[src/rtl/issue_scoreboard_pkg.sv]
// Shared definitions for the issue scoreboard: register-file geometry, the
// per-slot issue descriptor and small decode helpers used by the hazard logic.
package issue_scoreboard_pkg;

    localparam int REG_ADDR_W          = 5;
    localparam int NUM_REGS            = 32;
    localparam int DEFAULT_MAX_PENDING = 4;

    typedef struct packed {
        logic                  valid;
        logic [REG_ADDR_W-1:0] rs1;
        logic [REG_ADDR_W-1:0] rs2;
        logic [REG_ADDR_W-1:0] rd;
        logic                  rs1_active;
        logic                  rs2_active;
        logic                  regwrite;
        logic                  is_long;
    } slot_t;

    localparam slot_t SLOT_IDLE = slot_t'(20'd0);

    // A slot that would allocate a busy bit if it fires.
    function automatic logic tracks(input slot_t s);
        if (s.valid && s.regwrite && s.is_long && (s.rd != 5'd0)) begin
            return 1'b1;
        end else begin
            return 1'b0;
        end
    endfunction

    function automatic logic src_hazard(input logic active, input logic [REG_ADDR_W-1:0] addr,
                                        input logic [NUM_REGS-1:0] busy);
        if (active && (addr != 5'd0)) begin
            return busy[addr];
        end else begin
            return 1'b0;
        end
    endfunction

    function automatic logic [NUM_REGS-1:0] reg_onehot(input logic [REG_ADDR_W-1:0] addr,
                                                       input logic en);
        logic [NUM_REGS-1:0] mask;
        mask = 32'd0;
        if (en) begin
            mask[addr] = 1'b1;
        end else begin
            mask = 32'd0;
        end
        return mask;
    endfunction

    // Writeback only counts when it retires a register that is actually busy.
    function automatic logic wb_hit(input logic done, input logic [REG_ADDR_W-1:0] addr,
                                    input logic [NUM_REGS-1:0] busy);
        if (done && (addr != 5'd0)) begin
            return busy[addr];
        end else begin
            return 1'b0;
        end
    endfunction

endpackage

[src/rtl/issue_scoreboard_if.sv]
// Issue-stage <-> scoreboard bundle: both issue slots, both writeback ports,
// and the stall / tracking status returned to the pipeline.
interface issue_scoreboard_if
    import issue_scoreboard_pkg::*;
#(
    parameter int CNT_W = 4
);
    slot_t                 slot0;
    slot_t                 slot1;
    logic                  wb0_done;
    logic [REG_ADDR_W-1:0] wb0_addr;
    logic                  wb1_done;
    logic [REG_ADDR_W-1:0] wb1_addr;
    logic                  stall0;
    logic                  stall1;
    logic [NUM_REGS-1:0]   busy;
    logic [CNT_W-1:0]      pending;

    modport master (
        output slot0, slot1, wb0_done, wb0_addr, wb1_done, wb1_addr,
        input  stall0, stall1, busy, pending
    );

    modport slave (
        input  slot0, slot1, wb0_done, wb0_addr, wb1_done, wb1_addr,
        output stall0, stall1, busy, pending
    );
endinterface

[src/rtl/issue_scoreboard_checker.sv]
// Bound checks on scoreboard state; observes the top's internal next-count.
module issue_scoreboard_checker
    import issue_scoreboard_pkg::*;
#(
    parameter int MAX_PENDING = DEFAULT_MAX_PENDING,
    parameter int CNT_W       = 4
) (
    input logic                clock_i,
    input logic                reset_i,
    input logic                flush_i,
    input logic [CNT_W+1:0]    pending_ext,
    input logic [NUM_REGS-1:0] busy
);
    // An underflow wraps to a large value, so one upper bound covers both directions.
    a_pending_bound: assert property (@(posedge clock_i) disable iff (reset_i || flush_i)
        pending_ext <= (CNT_W+2)'(MAX_PENDING));

    a_x0_never_busy: assert property (@(posedge clock_i) disable iff (reset_i)
        busy[0] == 1'b0);
endmodule

[src/rtl/issue_scoreboard_hazard.sv]
// Per-slot hazard check against the registered busy vector and pending count.
// The older-slot inputs add the in-pair ordering terms for the younger slot.
module scoreboard_hazard
    import issue_scoreboard_pkg::*;
#(
    parameter int MAX_PENDING = DEFAULT_MAX_PENDING,
    parameter int CNT_W       = 4
) (
    input  slot_t               slot,
    input  slot_t               older,
    input  logic                has_older,
    input  logic                older_stall,
    input  logic [NUM_REGS-1:0] busy,
    input  logic [CNT_W-1:0]    pending,
    output logic                stall
);
    logic             own_long_s;
    logic             older_long_s;
    logic             raw_s;
    logic             waw_s;
    logic             cap_s;
    logic             pair_dep_s;
    logic             pair_cap_s;
    logic [CNT_W+1:0] pending_plus2_s;

    // Combine own hazards with the in-order and same-pair terms.
    always_comb begin
        own_long_s      = slot.valid && slot.regwrite && slot.is_long;
        older_long_s    = older.valid && older.regwrite && older.is_long;
        pending_plus2_s = {2'b00, pending} + (CNT_W+2)'(2'd2);
        raw_s = slot.valid && (src_hazard(slot.rs1_active, slot.rs1, busy) ||
                               src_hazard(slot.rs2_active, slot.rs2, busy));
        waw_s = own_long_s && (slot.rd != 5'd0) && busy[slot.rd];
        cap_s = own_long_s && (pending == CNT_W'(MAX_PENDING));
        pair_dep_s = 1'b0;
        pair_cap_s = 1'b0;
        if (has_older) begin
            // Older slot's long result is not yet visible in busy this cycle.
            pair_dep_s = tracks(older) && slot.valid &&
                         ((slot.rs1_active && (slot.rs1 == older.rd)) ||
                          (slot.rs2_active && (slot.rs2 == older.rd)) ||
                          (slot.regwrite   && (slot.rd  == older.rd)));
            pair_cap_s = older_long_s && own_long_s &&
                         (pending_plus2_s > (CNT_W+2)'(MAX_PENDING));
        end else begin
            pair_dep_s = 1'b0;
            pair_cap_s = 1'b0;
        end
        stall = older_stall || raw_s || waw_s || cap_s || pair_dep_s || pair_cap_s;
    end

endmodule

[src/rtl/issue_scoreboard.sv]
// Dual-issue scoreboard: per-register busy bits for in-flight long ops, a
// bounded pending counter, and combinational stalls for both issue slots.
module issue_scoreboard
    import issue_scoreboard_pkg::*;
#(
    parameter int MAX_PENDING = DEFAULT_MAX_PENDING,
    parameter int CNT_W       = 4
) (
    input  logic              clock_i,
    input  logic              reset_i,
    input  logic              flush_i,
    issue_scoreboard_if.slave sb
);
    logic [NUM_REGS-1:0] busy_r;
    logic [NUM_REGS-1:0] busy_next_s;
    logic [NUM_REGS-1:0] set_mask_s;
    logic [NUM_REGS-1:0] clr_mask_s;
    logic [CNT_W-1:0]    pending_r;
    logic [CNT_W-1:0]    pending_next_s;
    logic [CNT_W+1:0]    pending_ext_s;
    logic [1:0]          set_cnt_s;
    logic [1:0]          clr_cnt_s;
    logic                stall0_s;
    logic                stall1_s;
    logic                track0_s;
    logic                track1_s;
    logic                clr0_s;
    logic                clr1_s;

    scoreboard_hazard #(.MAX_PENDING(MAX_PENDING), .CNT_W(CNT_W)) u_hazard0 (
        .slot        (sb.slot0),
        .older       (SLOT_IDLE),
        .has_older   (1'b0),
        .older_stall (1'b0),
        .busy        (busy_r),
        .pending     (pending_r),
        .stall       (stall0_s)
    );

    scoreboard_hazard #(.MAX_PENDING(MAX_PENDING), .CNT_W(CNT_W)) u_hazard1 (
        .slot        (sb.slot1),
        .older       (sb.slot0),
        .has_older   (1'b1),
        .older_stall (stall0_s),
        .busy        (busy_r),
        .pending     (pending_r),
        .stall       (stall1_s)
    );

    // Allocation from fired slots, retirement from writeback, next-state merge.
    always_comb begin
        track0_s = tracks(sb.slot0) && !stall0_s;
        track1_s = tracks(sb.slot1) && !stall1_s;
        clr0_s   = wb_hit(sb.wb0_done, sb.wb0_addr, busy_r);
        // Both ports retiring the same register is a single retirement.
        if (clr0_s && (sb.wb1_addr == sb.wb0_addr)) begin
            clr1_s = 1'b0;
        end else begin
            clr1_s = wb_hit(sb.wb1_done, sb.wb1_addr, busy_r);
        end
        set_mask_s  = reg_onehot(sb.slot0.rd, track0_s) | reg_onehot(sb.slot1.rd, track1_s);
        clr_mask_s  = reg_onehot(sb.wb0_addr, clr0_s) | reg_onehot(sb.wb1_addr, clr1_s);
        busy_next_s = (busy_r & ~clr_mask_s) | set_mask_s;
        busy_next_s[0] = 1'b0;
        set_cnt_s = {1'b0, track0_s} + {1'b0, track1_s};
        clr_cnt_s = {1'b0, clr0_s} + {1'b0, clr1_s};
        pending_ext_s  = {2'b00, pending_r} + (CNT_W+2)'(set_cnt_s) - (CNT_W+2)'(clr_cnt_s);
        pending_next_s = pending_ext_s[CNT_W-1:0];
    end

    // Tracking state; reset dominates flush, both clear everything.
    always_ff @(posedge clock_i) begin
        if (reset_i) begin
            busy_r    <= 32'd0;
            pending_r <= CNT_W'(0);
        end else if (flush_i) begin
            busy_r    <= 32'd0;
            pending_r <= CNT_W'(0);
        end else begin
            busy_r    <= busy_next_s;
            pending_r <= pending_next_s;
        end
    end

    assign sb.stall0  = stall0_s;
    assign sb.stall1  = stall1_s;
    assign sb.busy    = busy_r;
    assign sb.pending = pending_r;

    issue_scoreboard_checker #(.MAX_PENDING(MAX_PENDING), .CNT_W(CNT_W)) u_checker (
        .clock_i     (clock_i),
        .reset_i     (reset_i),
        .flush_i     (flush_i),
        .pending_ext (pending_ext_s),
        .busy        (busy_r)
    );

endmodule

[src/flat_wrapper.sv]
// flat-port wrapper written by rule: the top's interface ports become plain ports
module issue_scoreboard_flat import issue_scoreboard_pkg::*;
#(
    parameter int MAX_PENDING = DEFAULT_MAX_PENDING,
    parameter int CNT_W       = 4
)
  (clock_i, reset_i, flush_i, sb_slot0, sb_slot1, sb_wb0_done, sb_wb0_addr, sb_wb1_done, sb_wb1_addr, sb_stall0, sb_stall1, sb_busy, sb_pending);
  issue_scoreboard_if #(.CNT_W(CNT_W)) sb_i ();
  input  logic clock_i;
  input  logic reset_i;
  input  logic flush_i;
  input wire logic [$bits(sb_i.slot0)-1:0] sb_slot0;
  input wire logic [$bits(sb_i.slot1)-1:0] sb_slot1;
  input wire logic [$bits(sb_i.wb0_done)-1:0] sb_wb0_done;
  input wire logic [$bits(sb_i.wb0_addr)-1:0] sb_wb0_addr;
  input wire logic [$bits(sb_i.wb1_done)-1:0] sb_wb1_done;
  input wire logic [$bits(sb_i.wb1_addr)-1:0] sb_wb1_addr;
  output wire logic [$bits(sb_i.stall0)-1:0] sb_stall0;
  output wire logic [$bits(sb_i.stall1)-1:0] sb_stall1;
  output wire logic [$bits(sb_i.busy)-1:0] sb_busy;
  output wire logic [$bits(sb_i.pending)-1:0] sb_pending;
  assign sb_i.slot0 = sb_slot0;
  assign sb_i.slot1 = sb_slot1;
  assign sb_i.wb0_done = sb_wb0_done;
  assign sb_i.wb0_addr = sb_wb0_addr;
  assign sb_i.wb1_done = sb_wb1_done;
  assign sb_i.wb1_addr = sb_wb1_addr;
  assign sb_stall0 = sb_i.stall0;
  assign sb_stall1 = sb_i.stall1;
  assign sb_busy = sb_i.busy;
  assign sb_pending = sb_i.pending;
  issue_scoreboard #(.MAX_PENDING(MAX_PENDING), .CNT_W(CNT_W)) u_core (.clock_i(clock_i), .reset_i(reset_i), .flush_i(flush_i), .sb(sb_i));
endmodule
[config.mk]
export PLATFORM = sky130hd
export DESIGN_NAME = issue_scoreboard_flat
export DESIGN_NICKNAME = d
export VERILOG_FILES = /design/src/rtl/issue_scoreboard_pkg.sv /design/src/rtl/issue_scoreboard_if.sv /design/src/rtl/issue_scoreboard_checker.sv /design/src/rtl/issue_scoreboard_hazard.sv /design/src/rtl/issue_scoreboard.sv /design/src/flat_wrapper.sv
export SDC_FILE = /design/constraint.sdc
export NUM_CORES = 1
export LEC_CHECK = 0
export CAP_MARGIN = 20
export CORE_AREA = 5 5 126 128
export CTS_CLUSTER_DIAMETER = 80
export DETAILED_ROUTE_END_ITERATION = 10
export DIE_AREA = 0 0 131 133
export PLACE_DENSITY_LB_ADDON = 0.08
export SLEW_MARGIN = 20
export SYNTH_ARGS = -nofsm -noshare
export SYNTH_HDL_FRONTEND = slang
export SYNTH_SLANG_ARGS = --single-unit
[constraint.sdc]
create_clock -name clock_i -period 5 [get_ports clock_i]
set_clock_uncertainty 0.05 [all_clocks]
set_input_delay 0.5 -clock clock_i [delete_from_list [all_inputs] [get_ports clock_i]]
set_output_delay 0.5 -clock clock_i [all_outputs]
set_load 0.1 [all_outputs]
==> flow_summary_export.csv <==
group,metric,value,unit
critical_path,r2r-end,"u_core.sb.pending[3]",
clocking,cts-resized-gates,0,
pwr,sw_frac_of_total,33.5,%
clocking,clockBufferDepth,2,
logic_synthesis,synth_compound_area_share,22.2,%
place,dp_hpwl,18300,µm
clocking,clock-root-buffer,"clkbuf_16",
min_path,hold_class,"reg2reg",
final_layout,layout_common_cells,"clkdlybuf4s50_1, mux2i_1, nand2_1",
floorplanning,start_util,35.7,%
logic_synthesis,yosys_warnings,0,
min_path,whs_path_depth,4,
place,gp_congestion,0.959,
min_path,min_to,"u_core.sb.pending[3]",
sta,hold_violations,0,
floorplanning,io_pins,93,
grt,grt_max_degree,36,
critical_path,worstSetupEndpointType,"flop",
detailed_routing,vias,6032,
pwr,clkPwrFrac,36.0,%
final_layout,post-route-util,44.7,%
place,port_buffers,91,
clocking,cts_tree,"done",
floorplanning,num_rows,45,
logic_synthesis,synth-xor-area-share,3.66,%
detailed_routing,drt-wirelength-per-cell,27.8,µm
critical_path,crit_path_start_kind,"primary input",
detailed_routing,drt_iter0_markers,598,
sta,clock.fmax,229,MHz
place,dpl-instance-area,6430,µm²
pwr,p_seq_share,30.8,%
detailed_routing,viasPerCell,6.71,
sta,min_period,4.37,ns
pwr,vdd_drop_max,0.145,mV
sta,fin_setup_tns,0,ns
floorplanning,core_area,14800,µm²
detailed_routing,dr.pass1.iters,5,
floorplanning,die_area,17400,µm²
logic_synthesis,yosysUniqueCellTypes,75,
sta,setup_violations,0,
final_layout,fin_nets,773,
final_layout,post-route-cell-area,6590,µm²
final_layout,area_growth,25.1,%
sta,slew_viol_final,0,
critical_path,crit_type,"in2reg",
pwr,finalPower,926,µW
min_path,hp-start,"u_core.sb.pending[3]",
run,max-cap-violations,0,
critical_path,cp.arrival,4.49,ns
clocking,clkTransAtPathRegs,0.05,ns
grt,grt_pass1_vias,5781,
sta,slew_headroom,34.4,%
logic_synthesis,synth_ff_type,"dfxtp_1",
critical_path,ff2ff_setup_slack,0.97,ns
pwr,p_per_area,141,nW/µm²
critical_path,critPathRequiredTime,5.12,ns
sta,rsz0062_at_grt,"no",
sta,tightestPinTransition,0.981,ns
logic_synthesis,ys_ff_latch,35,
logic_synthesis,syn_nets,704,
logic_synthesis,synthSimpleGateAreaFrac,25.5,%
sta,whs,0.651,ns
clocking,htreeDepth,2,
clocking,clkLatencyLatePin,0.28,ns
detailed_routing,ant_nets,0,
final_layout,final_common_cell,"clkdlybuf4s50_1",
grt,antenna_found_initial,0,
floorplanning,die_h,133,µm
floorplanning,die_w,131,µm
clocking,cts_num_sinks,35,
critical_path,rr_startpoint,"u_core.sb.busy[9]",
logic_synthesis,postSynthAreaPerCell,8.22,µm²
logic_synthesis,synth_area,5270,µm²
critical_path,r2r_cells,11,
logic_synthesis,synth_top_family_by_area,"multiplexers",
pwr,p_int,616,µW
logic_synthesis,async_reset_ff_share,0,%
detailed_routing,wirelength,25000,µm
outcome,outcome,"finished clean",
logic_synthesis,synth-edff-count,0,
grt,grt_usage,28.2,%
pwr,p_comb_share,33.2,%
final_layout,insertedDiodeCount,0,
detailed_routing,drc_errors,0,
clocking,cts_setup_buffers,0,
logic_synthesis,syn_inst,641,
pwr,p_leak,0.00235,µW
sta,finalCritPeriodShare,87.5,%
critical_path,cp_max_fo,10,
grt,grt_pass1_wl,37100,µm
pwr,switchingPower,310,µW
clocking,hold_buffers,0,
grt,grt-ovfl-total,0,
logic_synthesis,synth_seq_area_share,13.3,%
final_layout,drive_above_1_share,15.6,%
logic_synthesis,yosys.area_share.adder,2.18,%
clocking,numCtsBuffers,5,
logic_synthesis,yosys-mux-area-fraction,26.8,%
[cells by family after synthesis]
kind of cell	after synthesis
buffers and inverters	83
other	1
and+or+nand+nor	235
AOI/OAI and AO/OA	152
DFF	35
adders and majority gates	8
muxes	105
xor gates and xnor gates	22
[final cells by class]
cell class,count,area [µm²]
clock buffers,8,156
fillers,1494,8160
inverters,15,56.3
multi-input cells,523,4250
flip-flops and latches,35,701
well taps,188,235
repair buffers,130,1200
[power groups by stage]
stage,logic (µW),registers [µW],clock network (µW)
6_report,308,285,333
5_1_grt,327,285,346
4_1_cts,305,285,331
3_5_place_dp,303,291,0
3_3_place_gp,301,291,0
2_1_floorplan,180,304,0
[critical path, cell delays in order]
cell and delay, ns:
clkdlybuf4s50_1 0.81, mux4_2 0.60, a32oi_1 0.40, nand4_1 0.17, nor4_2 0.45, ha_1 0.34, fa_1 0.40, ha_1 0.21
fa_1 0.39, xnor2_1 0.16, nor2_1 0.05
[flip-flops by register name, indices dropped and copies added, names as in the netlist]
name and flops:
u_core.sb.pending 4, u_core.sb.busy 31
[cell usage after synthesis, types with 3 or more instances]
library cell	number	area, µm²
nor3_1	8	40.0
nor3b_1	6	45.0
nand4b_1	3	26.3
o32ai_1	3	26.3
o2111ai_1	5	43.8
mux2i_1	67	671
clkbuf_1	48	180
nor2_1	35	131
buf_1	9	33.8
nand3b_1	18	135
or3b_2	8	70.1
nand2b_1	8	50.1
nor2b_1	12	75.1
or4_1	3	22.5
and3b_1	3	26.3
a221o_1	3	30.0
mux4_2	25	563
a31oi_1	21	131
and3_1	5	31.3
xnor2_1	6	52.6
a311oi_1	3	26.3
nand3_1	25	125
a21oi_1	3	15.0
mux2_2	11	124
or3_1	4	25.0
or2_2	4	25.0
buf_2	7	35.0
nor4_1	6	37.5
inv_1	15	56.3
a22oi_1	5	37.5
o221ai_1	38	333
nand4_1	7	43.8
ha_1	6	75.1
o21ai_0	23	115
and2_1	17	106
nand2_1	52	195
xor2_1	16	140
o211ai_1	10	75.1
o22ai_1	12	75.1
dfxtp_1	35	701
[metrics by stage]
stage	worst slack, ns	instances
after global placement	0.417	891
after CTS	0.671	899
after detailed placement	0.397	891
final	0.626	899
after global routing	0.508	899
after floorplan	0.617	641
[routing by layer]
layer | up-vias | share of wire (%) | global-route usage [%]
met4 | 0 | 4.7 | 12.0
met1 | 2954 | 41 | 39.4
li1 | 2644 | - | -
met3 | 81 | 9.9 | 5.49
met2 | 353 | 45 | 41.8
met5 | - | 0 | 0
[how the worst max path moves through the flow]
stage | from | slack, ns | endpoint
after floorplan | u_core.sb.busy[17] | 0.62 | u_core.sb.pending[3]
after global placement | sb_slot0[4] | 0.42 | u_core.sb.pending[3]
after detailed placement | sb_slot0[15] | 0.40 | u_core.sb.pending[3]
after CTS | sb_slot0[4] | 0.67 | u_core.sb.pending[3]
after global routing | sb_slot0[4] | 0.51 | u_core.sb.pending[3]
final | sb_slot0[4] | 0.63 | u_core.sb.pending[3]
Power figures use the tool's default switching activity.
